**src/rtl/tdm_1_8demux_if.sv**
```systemverilog
// tdm_1_8demux_if
//   Bundles the serial TDM input and the parallel frame output of the
//   1-to-8 demultiplexer.
//   master : the upstream mux / stimulus side. It drives din, din_en and fsync,
//            and it observes y, y_valid, slot and frame_err.
//   slave  : the demultiplexer itself.
//   Signals:
//     din       serial data bit, meaningful only when din_en=1
//     din_en    qualifier: din carries a slot bit this cycle
//     fsync     frame sync; marks the current qualified bit as slot 0
//     y         last completed frame (8 bits)
//     y_valid   one-cycle pulse when y is updated
//     slot      index that the next qualified bit will occupy
//     frame_err one-cycle pulse on a framing violation
interface tdm_1_8demux_if;
    logic       din;
    logic       din_en;
    logic       fsync;
    logic [7:0] y;
    logic       y_valid;
    logic [2:0] slot;
    logic       frame_err;

    modport master (
        output din, din_en, fsync,
        input  y, y_valid, slot, frame_err
    );

    modport slave (
        input  din, din_en, fsync,
        output y, y_valid, slot, frame_err
    );
endinterface

```
**src/rtl/tdm_1_8demux.sv**
```systemverilog
// tdm_1_8demux
//   Receiving end of the 8:1 channel-select path. The block takes a serial
//   stream that carries one bit per qualified slot, with eight slots per frame
//   and fsync on slot 0. It rebuilds the parallel 8-bit channel word and
//   publishes each completed frame in a single registered update. It also
//   flags framing violations: a lost sync, or a sync that arrives early.
//   Parameters:
//     LSB_FIRST  1: slot k lands in y[k]; 0: slot k lands in y[7-k]
//   Ports:
//     clk    rising-edge clock
//     rst_n  asynchronous active-low reset
//     bus    tdm_1_8demux_if.slave (din/din_en/fsync in; y/y_valid/slot/frame_err out)
module tdm_1_8demux #(
    parameter bit LSB_FIRST = 1'b1
) (
    input logic           clk,
    input logic           rst_n,
    tdm_1_8demux_if.slave bus
);

    typedef enum logic {
        HUNT,
        RECV
    } state_t;

    state_t     state;
    logic [2:0] slot_q;
    logic [7:0] shadow;
    logic [7:0] y_q;
    logic       y_valid_q;
    logic       frame_err_q;

    logic [7:0] shadow_next;  // shadow with the current bit placed in its lane
    logic [7:0] start_word;   // fresh frame holding only the slot-0 bit

    // Bit position for a given slot. For 3 bits, 7-k is the same as ~k.
    function automatic logic [2:0] lane(input logic [2:0] k);
        return LSB_FIRST ? k : ~k;
    endfunction

    always_comb begin
        // NOTE: every always_comb output gets a default first, so no latch can be inferred.
        shadow_next               = shadow;
        shadow_next[lane(slot_q)] = bus.din;
        start_word                = '0;
        start_word[lane(3'd0)]    = bus.din;
    end

    always_ff @(posedge clk or negedge rst_n) begin
        if (!rst_n) begin
            state       <= HUNT;
            slot_q      <= '0;
            shadow      <= '0;
            y_q         <= '0;
            y_valid_q   <= 1'b0;
            frame_err_q <= 1'b0;
        end else begin
            // NOTE: sequential state uses non-blocking assignments only; the later
            // assignments in this block override these pulse defaults.
            y_valid_q   <= 1'b0;
            frame_err_q <= 1'b0;

            // Cycles without din_en leave all state alone, so gaps of any
            // length between slots are harmless.
            if (bus.din_en) begin
                unique case (state)
                    HUNT: begin
                        // Bits that arrive before the first sync are dropped silently.
                        if (bus.fsync) begin
                            shadow <= start_word;
                            slot_q <= 3'd1;
                            state  <= RECV;
                        end
                    end

                    RECV: begin
                        if (bus.fsync) begin
                            // A sync at slot 0 is the normal back-to-back start.
                            // At any other slot it is early: the partial frame is
                            // dropped and the current bit opens a new frame.
                            if (slot_q != 3'd0) begin
                                frame_err_q <= 1'b1;
                            end
                            shadow <= start_word;
                            slot_q <= 3'd1;
                        end else if (slot_q == 3'd0) begin
                            // A slot-0 bit without sync means alignment is lost.
                            frame_err_q <= 1'b1;
                            slot_q      <= 3'd0;
                            state       <= HUNT;
                        end else if (slot_q == 3'd7) begin
                            y_q       <= shadow_next;
                            y_valid_q <= 1'b1;
                            shadow    <= shadow_next;
                            slot_q    <= 3'd0;
                        end else begin
                            shadow <= shadow_next;
                            slot_q <= slot_q + 3'd1;
                        end
                    end

                    default: begin
                        state  <= HUNT;
                        slot_q <= '0;
                    end
                endcase
            end
        end
    end

    assign bus.y         = y_q;
    assign bus.y_valid   = y_valid_q;
    assign bus.slot      = slot_q;
    assign bus.frame_err = frame_err_q;

endmodule
```
**src/flat_wrapper.sv**
```systemverilog
// flat-port wrapper written by rule: the top's interface ports become plain ports
module tdm_1_8demux_flat 
#(
    parameter bit LSB_FIRST = 1'b1
)
  (clk, rst_n, bus_din, bus_din_en, bus_fsync, bus_y, bus_y_valid, bus_slot, bus_frame_err);
  tdm_1_8demux_if bus_i ();
  input logic clk;
  input logic rst_n;
  input wire logic [$bits(bus_i.din)-1:0] bus_din;
  input wire logic [$bits(bus_i.din_en)-1:0] bus_din_en;
  input wire logic [$bits(bus_i.fsync)-1:0] bus_fsync;
  output wire logic [$bits(bus_i.y)-1:0] bus_y;
  output wire logic [$bits(bus_i.y_valid)-1:0] bus_y_valid;
  output wire logic [$bits(bus_i.slot)-1:0] bus_slot;
  output wire logic [$bits(bus_i.frame_err)-1:0] bus_frame_err;
  assign bus_i.din = bus_din;
  assign bus_i.din_en = bus_din_en;
  assign bus_i.fsync = bus_fsync;
  assign bus_y = bus_i.y;
  assign bus_y_valid = bus_i.y_valid;
  assign bus_slot = bus_i.slot;
  assign bus_frame_err = bus_i.frame_err;
  tdm_1_8demux #(.LSB_FIRST(LSB_FIRST)) u_core (.clk(clk), .rst_n(rst_n), .bus(bus_i));
endmodule
```
**config.mk**
```make
export PLATFORM = sky130hd
export DESIGN_NAME = tdm_1_8demux_flat
export DESIGN_NICKNAME = d
export VERILOG_FILES = /design/src/rtl/tdm_1_8demux_if.sv /design/src/rtl/tdm_1_8demux.sv /design/src/flat_wrapper.sv
export SDC_FILE = /design/constraint.sdc
export NUM_CORES = 1
export LEC_CHECK = 0
export ABC_CLOCK_PERIOD_IN_PS = 2200
export CAP_MARGIN = 5
export CORE_MARGIN = 2
export CORE_UTILIZATION = 51
export DETAILED_ROUTE_END_ITERATION = 8
export GPL_TIMING_DRIVEN = 1
export PLACE_DENSITY = 0.79
export SETUP_SLACK_MARGIN = 0.02
export SLEW_MARGIN = 20
export SYNTH_ARGS = -nofsm -noshare
export SYNTH_HDL_FRONTEND = slang
export SYNTH_SLANG_ARGS = --single-unit
```
**constraint.sdc**
```tcl
create_clock -name clk -period 2.2 [get_ports clk]
set_input_delay 0.22 -clock clk [delete_from_list [all_inputs] [get_ports clk]]
set_output_delay 0.22 -clock clk [all_outputs]
set_load 0.01 [all_outputs]
```
---- Yosys cells after proc, flatten, opt, wreduce, memory -nomap -nowiden ----
Index checks and enable logic that the tools add are counted.
storage, ports and cells
  bits in registers ....................... 22
  output and inout port bits .............. 13
  latch bits .............................. 0
  ROM bits ................................ 0
  bits in writable memories ............... 0
  memories ................................ 0
operators by class
  multiplexer cells ....................... 26
  divide/modulo/power cells ............... 0
  reductions and logical operators ........ 6
  shift-type cells ........................ 0
  multiply operators ...................... 0
  equality and inequality tests ........... 3
  $lt $le $gt $ge ......................... 2
  bitwise gates (word level) .............. 3
  add/subtract/negate cells ............... 1
operator list
  operator               count
  $mux W8                3
  $pmux W8 S2            1
  $mux W1                14
  $mux W3                4
  $bwmux W8              1
  $pmux W3 S2            1
  $reduce_and A5 Y1      1
  $lt A3 B4 Y1 const B   1
  $add A3 B1 Y3 const B  1
  $demux W1 S3           1
  $eq A3 B3 Y1 const B   1
  $ge A3 B1 Y1 const B   1
  $logic_not A3 Y1       1
  $ne A3 B3 Y1 const B   1
  $not A1 Y1             3
  $reduce_and A3 Y1      1
  $reduce_bool A3 Y1     1
  $ne A2 B2 Y1 const B   1
  $pmux W1 S2            1
  $reduce_and A2 Y1      1
  $logic_and A1 B1 Y1    1

---- Longest topological paths before layout ----
Gate-level depths: netlist of the first run.
  depth after elaboration ................. 8
  gate-level depth with buffers ........... 9

---- Worst setup path before layout of the first run ----
Ideal clock, no wire load.
  kind .................................... flip-flop to flip-flop
  start ................................... register u_core.slot_q[0], in the netlist u_core.bus.slot[0]
  end ..................................... register u_core.y_q[3], in the netlist u_core.bus.y[3]
  arrival ................................. 1.557 ns
  cell stages (with the launch flop) ...... 10
  slack ................................... 0.515 ns
  clock period less this slack ............ 1.685 ns
  required time ........................... 2.072 ns
  buffers on the path ..................... 2
  cell sequence ........................... dfrtp_1 buf_4 inv_1 ha_1 nand2b_4 ha_1 nand4_2 buf_2 nand2_1 o21ai_0
between the ends
  longest elaborated chain between the ends .. 5
  elaborated cells between the ends (all ways) .. 10
RTL lines
  element                                                             line                source
  from (decl)                                                         tdm_1_8demux.sv:27  logic [2:0] slot_q;
  from (signal assigned)                                              tdm_1_8demux.sv:98  slot_q <= slot_q + 3'd1;
  $lt A3 B4 Y1 (implied by the code) or $ge A3 B1 Y1 (tied branches)  tdm_1_8demux.sv:44  shadow_next[lane(slot_q)] = bus.din;
  $logic_and A1 B1 Y1 (implied by the code)                           tdm_1_8demux.sv:44
  $mux W1 (implied by the code)                                       tdm_1_8demux.sv:44
  $demux W1 S3                                                        --
  $bwmux W8                                                           tdm_1_8demux.sv:44
  to (signal assigned)                                                tdm_1_8demux.sv:92  y_q <= shadow_next;
  to (decl)                                                           tdm_1_8demux.sv:29  logic [7:0] y_q;
Several ways; a longest one is shown, not always the timed one.
A chain may end at the register's enable or synchronous reset.

---- Worst setup path after layout of the first run ----
Same ends and word-level chain as after synthesis.

==> results of run 1 <==
[routing by layer]
| metal | global-route usage, % | part of all wire [%] |
|---|---|---|
| met1 | 22.8 | 46 |
| met2 | 30.9 | 50 |
| met3 | 2.63 | 4.0 |
| met4 | 5.41 | 0.58 |
| met5 | 0 | 0 |
[worst max-delay path, stage by stage, from the launching register on]
cell and delay (ns):
dfrtp_1 0.57, inv_1 0.10, ha_1 0.26, nand2b_4 0.12
ha_1 0.18, nand4_2 0.32, nand2_1 0.17, o21ai_0 0.10
[state kept, by name (all words and copies together), names as in the netlist]
signal / flops
u_core.bus.slot: 3
u_core.bus.y: 8
u_core.state: 1
u_core.bus.frame_err: 1
u_core.shadow: 8
u_core.bus.y_valid: 1
[synth_stat cells (all sizes together)]
| cell type | instances |
|---|---|
| o21ai | 10 |
| a22o | 2 |
| ha | 4 |
| and2 | 1 |
| o22ai | 1 |
| nor3b | 3 |
| a41o | 1 |
| clkbuf | 1 |
| mux2i | 8 |
| o32a | 1 |
| dfrtp | 22 |
| nand2 | 10 |
| nor2b | 1 |
| inv | 8 |
| nor2 | 1 |
| nand3 | 2 |
| o2bb2ai | 7 |
| buf | 6 |
| nand2b | 1 |
| a311o | 1 |
| nor3 | 1 |
| o211ai | 1 |
| and3b | 1 |
| nand4 | 1 |
| nand3b | 3 |
| a31oi | 1 |
| and3 | 1 |
[final cells by class]
type                    count  area, um^2  area share (%)
inverters                   8        30.0            2.29
multi-input cells          63         487            37.2
clock buffers               3        22.5            1.72
well taps                  27        33.8            2.58
flip-flops and latches     22         551            42.1
repair buffers             19         185            14.1
[metrics by stage]
step | hold slack (ns) | power, mW
2_1_floorplan | -0.0756 | 0.763
5_1_grt | 0.271 | 1.09
4_1_cts | 0.270 | 1.03
3_5_place_dp | 0.470 | 0.858
3_3_place_gp | 0.461 | 0.846
6_report | 0.255 | 1.03
[cell families (layout without fill, tap and decap cells)]
kind of cell               count (synthesis)  in the layout  synth area share [%]
and+or+nand+nor                           26             26                  14.1
AOI/OAI and AO/OA                         25             25                  17.7
DFF                                       22             22                  49.1
buffers and inverters                     15             30                  7.48
muxes                                      8              8                  7.14
adders and majority gates                  4              4                  4.46
[cell usage in the layout, fill, tap and decap left out, types with 2 or more instances in the layout]
cell type,n
clkdlybuf4s50_1,17
nand3_1,2
dfrtp_1,22
clkbuf_4,3
nand3b_1,3
o21ai_1,4
o21ai_0,6
inv_1,8
buf_4,2
ha_1,4
a22o_1,2
nor3b_1,3
nand2_1,9
mux2i_1,8
o2bb2ai_1,7
[where the power goes]
| part | leakage (nW) | switching, mW | internal, mW |
|---|---|---|---|
| sequential | 0.298 | 0.0596 | 0.446 |
| clock | 0.0138 | 0.115 | 0.0637 |
| combinational | 0.272 | 0.168 | 0.173 |
| total | 0.584 | 0.342 | 0.683 |
[path summary, 6_finish.rpt]
kind                                                 to  slack (ns)  cells after the start
hold reg to reg             u_core.bus.y[6]$_DFFE_PN0P_        0.49                      2
setup / recovery            u_core.bus.y[3]$_DFFE_PN0P_        0.26                      7
min in group clk            u_core.bus.y[6]$_DFFE_PN0P_        0.49                      2
max in group asynchronous  u_core.shadow[6]$_DFFE_PN0P_        1.72                      2
setup reg to reg            u_core.bus.y[3]$_DFFE_PN0P_        0.26                      7
hold / removal             u_core.shadow[5]$_DFFE_PN0P_        0.25                      2
==> run_results.csv, run 1 <==
group,metric,value,unit
outcome,outcome,"finished clean",
cells_and_area,final_area,1310,um^2
placement,post-place-cells,139,
grt,grt_max_degree,23,
drt,wl,2.06,mm
cells_and_area,nNetsFinal,126,
timing,finalMaxSlewViolations,0,
placement,hpwlAfterDp,1.43,mm
cells_and_area,diodes,0,
yosys,ys_types,31,
floorplanning,start_util,55.4,%
cells_and_area,area_delta_synth_final,16.7,%
floorplanning,coreArea,2020,um^2
setup_path,critical_path_peak_fanout,16,
placement,placed_area,1290,um^2
clock_network,clk_latency,0.30,ns
drt,vias,805,
pwr,vdd_drop_max,0.419,mV
yosys,ys_ff_latch,22,
timing,layout_worst_path_cycle_share,88.1,%
cells_and_area,num-fill-cells,161,
timing,slew_headroom,71.2,%
floorplanning,rows,16,
cells_and_area,drive_above_1_share,8.70,%
clock_network,cts_made_buffers,3,
setup_path,startpoint_type,"register",
timing,period_needed,1.94,ns
yosys,yosys_warnings,0,
floorplanning,die_x,50.9,um
drt,vias_per_cell,5.67,
drt,wl_per_cell,14.5,um
yosys,yosysTopAreaCell,"dfrtp_1",
timing,max_freq,0.516,GHz
cells_and_area,post-route-util,64.7,%
floorplanning,die_area,2590,um^2
setup_path,crit_arrival,2.12,ns
clock_network,postCtsSetupBuffers,0,
job,maxCapViolCount,0,
drt,drcViolationCount,0,
clock_network,ctsHtreeMaxLevel,1,
placement,dpl_worst_slack,0.269,ns
timing,final-hold-violation-count,0,
setup_path,critPathCaptureType,"register",
grt,grt_pass1_vias,757,
drt,dr.pass1.iters,4,
timing,setup_slack,0.263,ns
yosys,syn-cell-area,1120,um^2
grt,antenna_found_initial,0,
yosys,synth_fp_nets,109,
placement,port_buffers,17,
clock_network,cts_tree,"yes",
yosys,syn_area_per_cell,11.2,um^2
floorplanning,die_h,50.9,um
timing,max_slew.worst_pin.slew,0.431,ns
setup_path,r2r-start,"u_core.bus.slot[0]$_DFFE_PN0P_",
placement,place_congestion,0.758,
clock_network,postCtsHoldBufs,0,
yosys,synth_seq_area_share,49.1,%
clock_network,root_buffer,"clkbuf_4",
cells_and_area,final_cells,142,
clock_network,cts_buffer_depth,2,
clock_network,cts_resized,0,
pwr,p_leak,0.584,nW
clock_network,path_clk_slew,0.12,ns
timing,tns,0,ns
yosys,yosys.area.top_type_share,49.1,%
setup_path,required,2.38,ns
drt,ant_nets,0,
min_path,hold_path_class,"primary input to asynchronous set/reset pin",
setup_path,crit_type,"register to register",
timing,setup_viol,0,
timing,grt_setup_unrepaired,"no",
floorplanning,io_pins,18,
setup_path,startpoint,"u_core.bus.slot[0]$_DFFE_PN0P_",
grt,grt_overflow,0,
timing,fin_skew,0.00987,ns
yosys,syn_inst,100,
clock_network,clock-sinks,22,
yosys,synth_area_leaders,"dfrtp_1 (49%), mux2i_1 (7.1%), o2bb2ai_1 (5.5%)",
pwr,p_per_area,783,nW/um^2
drt,drt-initial-drc-count,13,
grt,grt_usage,17.7,%
grt,grt_pass1_wl,3.46,mm
(Power assumes the default switching activity.)
==> run 2, diff against run 1 <==
--- a/config.mk
+++ b/config.mk
@@ -7,10 +7,9 @@
 export LEC_CHECK = 0
 export ABC_CLOCK_PERIOD_IN_PS = 2200
 export CAP_MARGIN = 5
-export CORE_MARGIN = 2
 export CORE_UTILIZATION = 51
 export DETAILED_ROUTE_END_ITERATION = 8
-export GPL_TIMING_DRIVEN = 1
+export GPL_TIMING_DRIVEN = 0
 export PLACE_DENSITY = 0.79
 export SETUP_SLACK_MARGIN = 0.02
 export SLEW_MARGIN = 20
==> run 2 against run 1 <==
Cell count increased by 4.2%. Sequential cell count is the same. Core utilization grew 3.2 points. Critical path depth up 2. Hold slack improved by 0.092 ns. Setup slack barely moved. Count of clock-buffer cells in the layout stayed put. Clock power rose by 72%. Global-route usage is 2.6 points higher. Critical path type unchanged. Largest power group unchanged.
==> run_results.csv, run 2 (synthesis gave the netlist of run 1 again) <==
group,metric,value,unit
outcome,outcome,"finished clean",
timing,max_freq,0.516,GHz
drt,drt-initial-drc-count,26,
clock_network,clk_latency,0.31,ns
setup_path,crit_arrival,2.13,ns
grt,grt_pass1_wl,3.65,mm
cells_and_area,num-fill-cells,166,
clock_network,ctsHtreeMaxLevel,1,
floorplanning,coreArea,2020,um^2
setup_path,critical_path_peak_fanout,10,
timing,layout_worst_path_cycle_share,88.1,%
drt,met2WireLength,1.04,mm
drt,wl_per_cell,14.5,um
cells_and_area,area_delta_synth_final,22.4,%
clock_network,cts_made_buffers,3,
timing,grt_setup_unrepaired,"no",
cells_and_area,post-route-util,67.9,%
setup_path,crit_cells,9,
cells_and_area,nNetsFinal,131,
cells_and_area,final_area,1370,um^2
timing,setup_slack,0.262,ns
timing,finalMaxSlewViolations,0,
timing,tns,0,ns
setup_path,r2r-start,"u_core.bus.slot[0]$_DFFE_PN0P_",
grt,grt_overflow,0,
setup_path,regToRegSetupSlack,0.26,ns
setup_path,startpoint_type,"register",
floorplanning,rows,16,
placement,post-place-cells,143,
pwr,p_per_area,865,nW/um^2
timing,slew_headroom,67.9,%
timing,fin_skew,0.00905,ns
cells_and_area,diodes,0,
floorplanning,start_util,55.4,%
floorplanning,io_pins,18,
timing,max_slew.worst_pin.slew,0.481,ns
setup_path,path_cells,"buf_4, inv_1, ha_1, nand2b_4, ha_1, nand4_2, buf_2, nand2_1, o21ai_0",
timing,final-hold-violation-count,0,
clock_network,root_buffer,"clkbuf_4",
setup_path,crit_family,"buffers and inverters",
cells_and_area,final_cells,148,
clock_network,cts_tree,"yes",
clock_network,postCtsSetupBuffers,0,
floorplanning,die_h,48.9,um
timing,setup_viol,0,
drt,dr.pass1.iters,4,
pwr,p_leak,0.619,nW
min_path,hold_path_class,"primary input to register",
drt,top_layer_used,"met4",
clock_network,cts_buffer_depth,2,
drt,drcViolationCount,0,
setup_path,r2r_cells,9,
placement,place_congestion,0.771,
grt,antenna_found_initial,0,
cells_and_area,drive_above_1_share,13.2,%
placement,placed_area,1320,um^2
setup_path,cp_slowest_cell,"dfrtp_1",
cells_and_area,final_cell_mix,"dfrtp_1 (22), clkdlybuf4s50_1 (15), nand2_1 (9)",
floorplanning,die_area,2390,um^2
placement,port_buffers,16,
clock_network,clock-sinks,22,
drt,ant_nets,0,
setup_path,critical_path.max_stage_delay,0.40,ns
cells_and_area,layout_commonest_cell,"dfrtp_1",
clock_network,path_clk_slew,0.13,ns
pwr,vdd_drop_max,0.477,mV
pwr,power.total,1.19,mW
grt,grt_max_degree,23,
timing,period_needed,1.94,ns
timing,worst_hold_slack,0.347,ns
setup_path,worstReg2RegEnd,"u_core.bus.y[5]$_DFFE_PN0P_",
setup_path,crit_path_frequent_cell,"ha_1",
floorplanning,die_x,48.9,um
placement,hpwlAfterDp,1.45,mm
drt,met3_wirelength,49,um
setup_path,path_buf_inv,3,
setup_path,startpoint,"u_core.bus.slot[0]$_DFFE_PN0P_",
placement,dpl_worst_slack,0.293,ns
setup_path,critPathCaptureType,"register",
grt,grt_pass1_vias,760,
setup_path,crit_type,"register to register",
grt,grt_usage,20.3,%
drt,wl,2.15,mm
drt,vias,808,
setup_path,setup.worst_path.end,"u_core.bus.y[5]$_DFFE_PN0P_",
drt,wl_met1,1.03,mm
drt,vias_per_cell,5.46,
setup_path,required,2.39,ns
job,maxCapViolCount,0,
run 2: cell count changes in the layout (fill, tap and decap cells not counted), sizes merged:
cell	before	now
bufinv	0	1
clkbuf	3	4
clkdlybuf4s50	17	15
buf	2	7
dlygate4sd3	0	1
run 2: worst min-delay path, cell delays in order:
cell      delay [ns]
clkbuf_1        0.19
nand3_1         0.14
o211ai_2        0.07
run 2: area by class of cell:
class                      instances  area [um^2]  area share, %
sequential                        22          551           40.1
multi-input combinational         63          487           35.5
timing repair buffer              17          165           12.0
buffer                             7         53.8           3.92
tap                               27         33.8           2.46
clock inverter                     1         30.0           2.19
inverter                           8         30.0           2.19
clock buffer                       3         22.5           1.64
run 2: layer usage:
metal,GRT usage (%),vias to the layer above
met4,5.88,0
li1,-,396
met3,2.80,4
met1,29.2,398
met5,0,-
met2,32.2,10
run 2: worst min-delay path by stage:
stage / slack, ns / cells past startpoint / startpoint / to
finish: 0.35 / 3 / bus_din / u_core.shadow[0]$_DFFE_PN0P_
global route: 0.39 / 3 / bus_din / u_core.shadow[0]$_DFFE_PN0P_
detailed placement: 0.47 / 2 / u_core.bus.y[6]$_DFFE_PN0P_ / u_core.bus.y[6]$_DFFE_PN0P_
global placement: 0.46 / 2 / u_core.bus.y[5]$_DFFE_PN0P_ / u_core.bus.y[5]$_DFFE_PN0P_
floorplan: -0.08 / 0 / rst_n / u_core.bus.frame_err$_DFF_PN0_
CTS: 0.35 / 3 / bus_din / u_core.shadow[0]$_DFFE_PN0P_
run 2: timing repair:
| action | CTS | global route |
|---|---|---|
| hold endpoints to repair | 0 | 22 |
| gates resized for setup | 0 | 0 |
| hold buffers | 0 | 1 |
run 2: power breakdown:
group	total (mW)	switching [mW]	internal, mW
logic	0.408	0.212	0.196
registers	0.471	0.0246	0.447
clock network	0.308	0.124	0.184
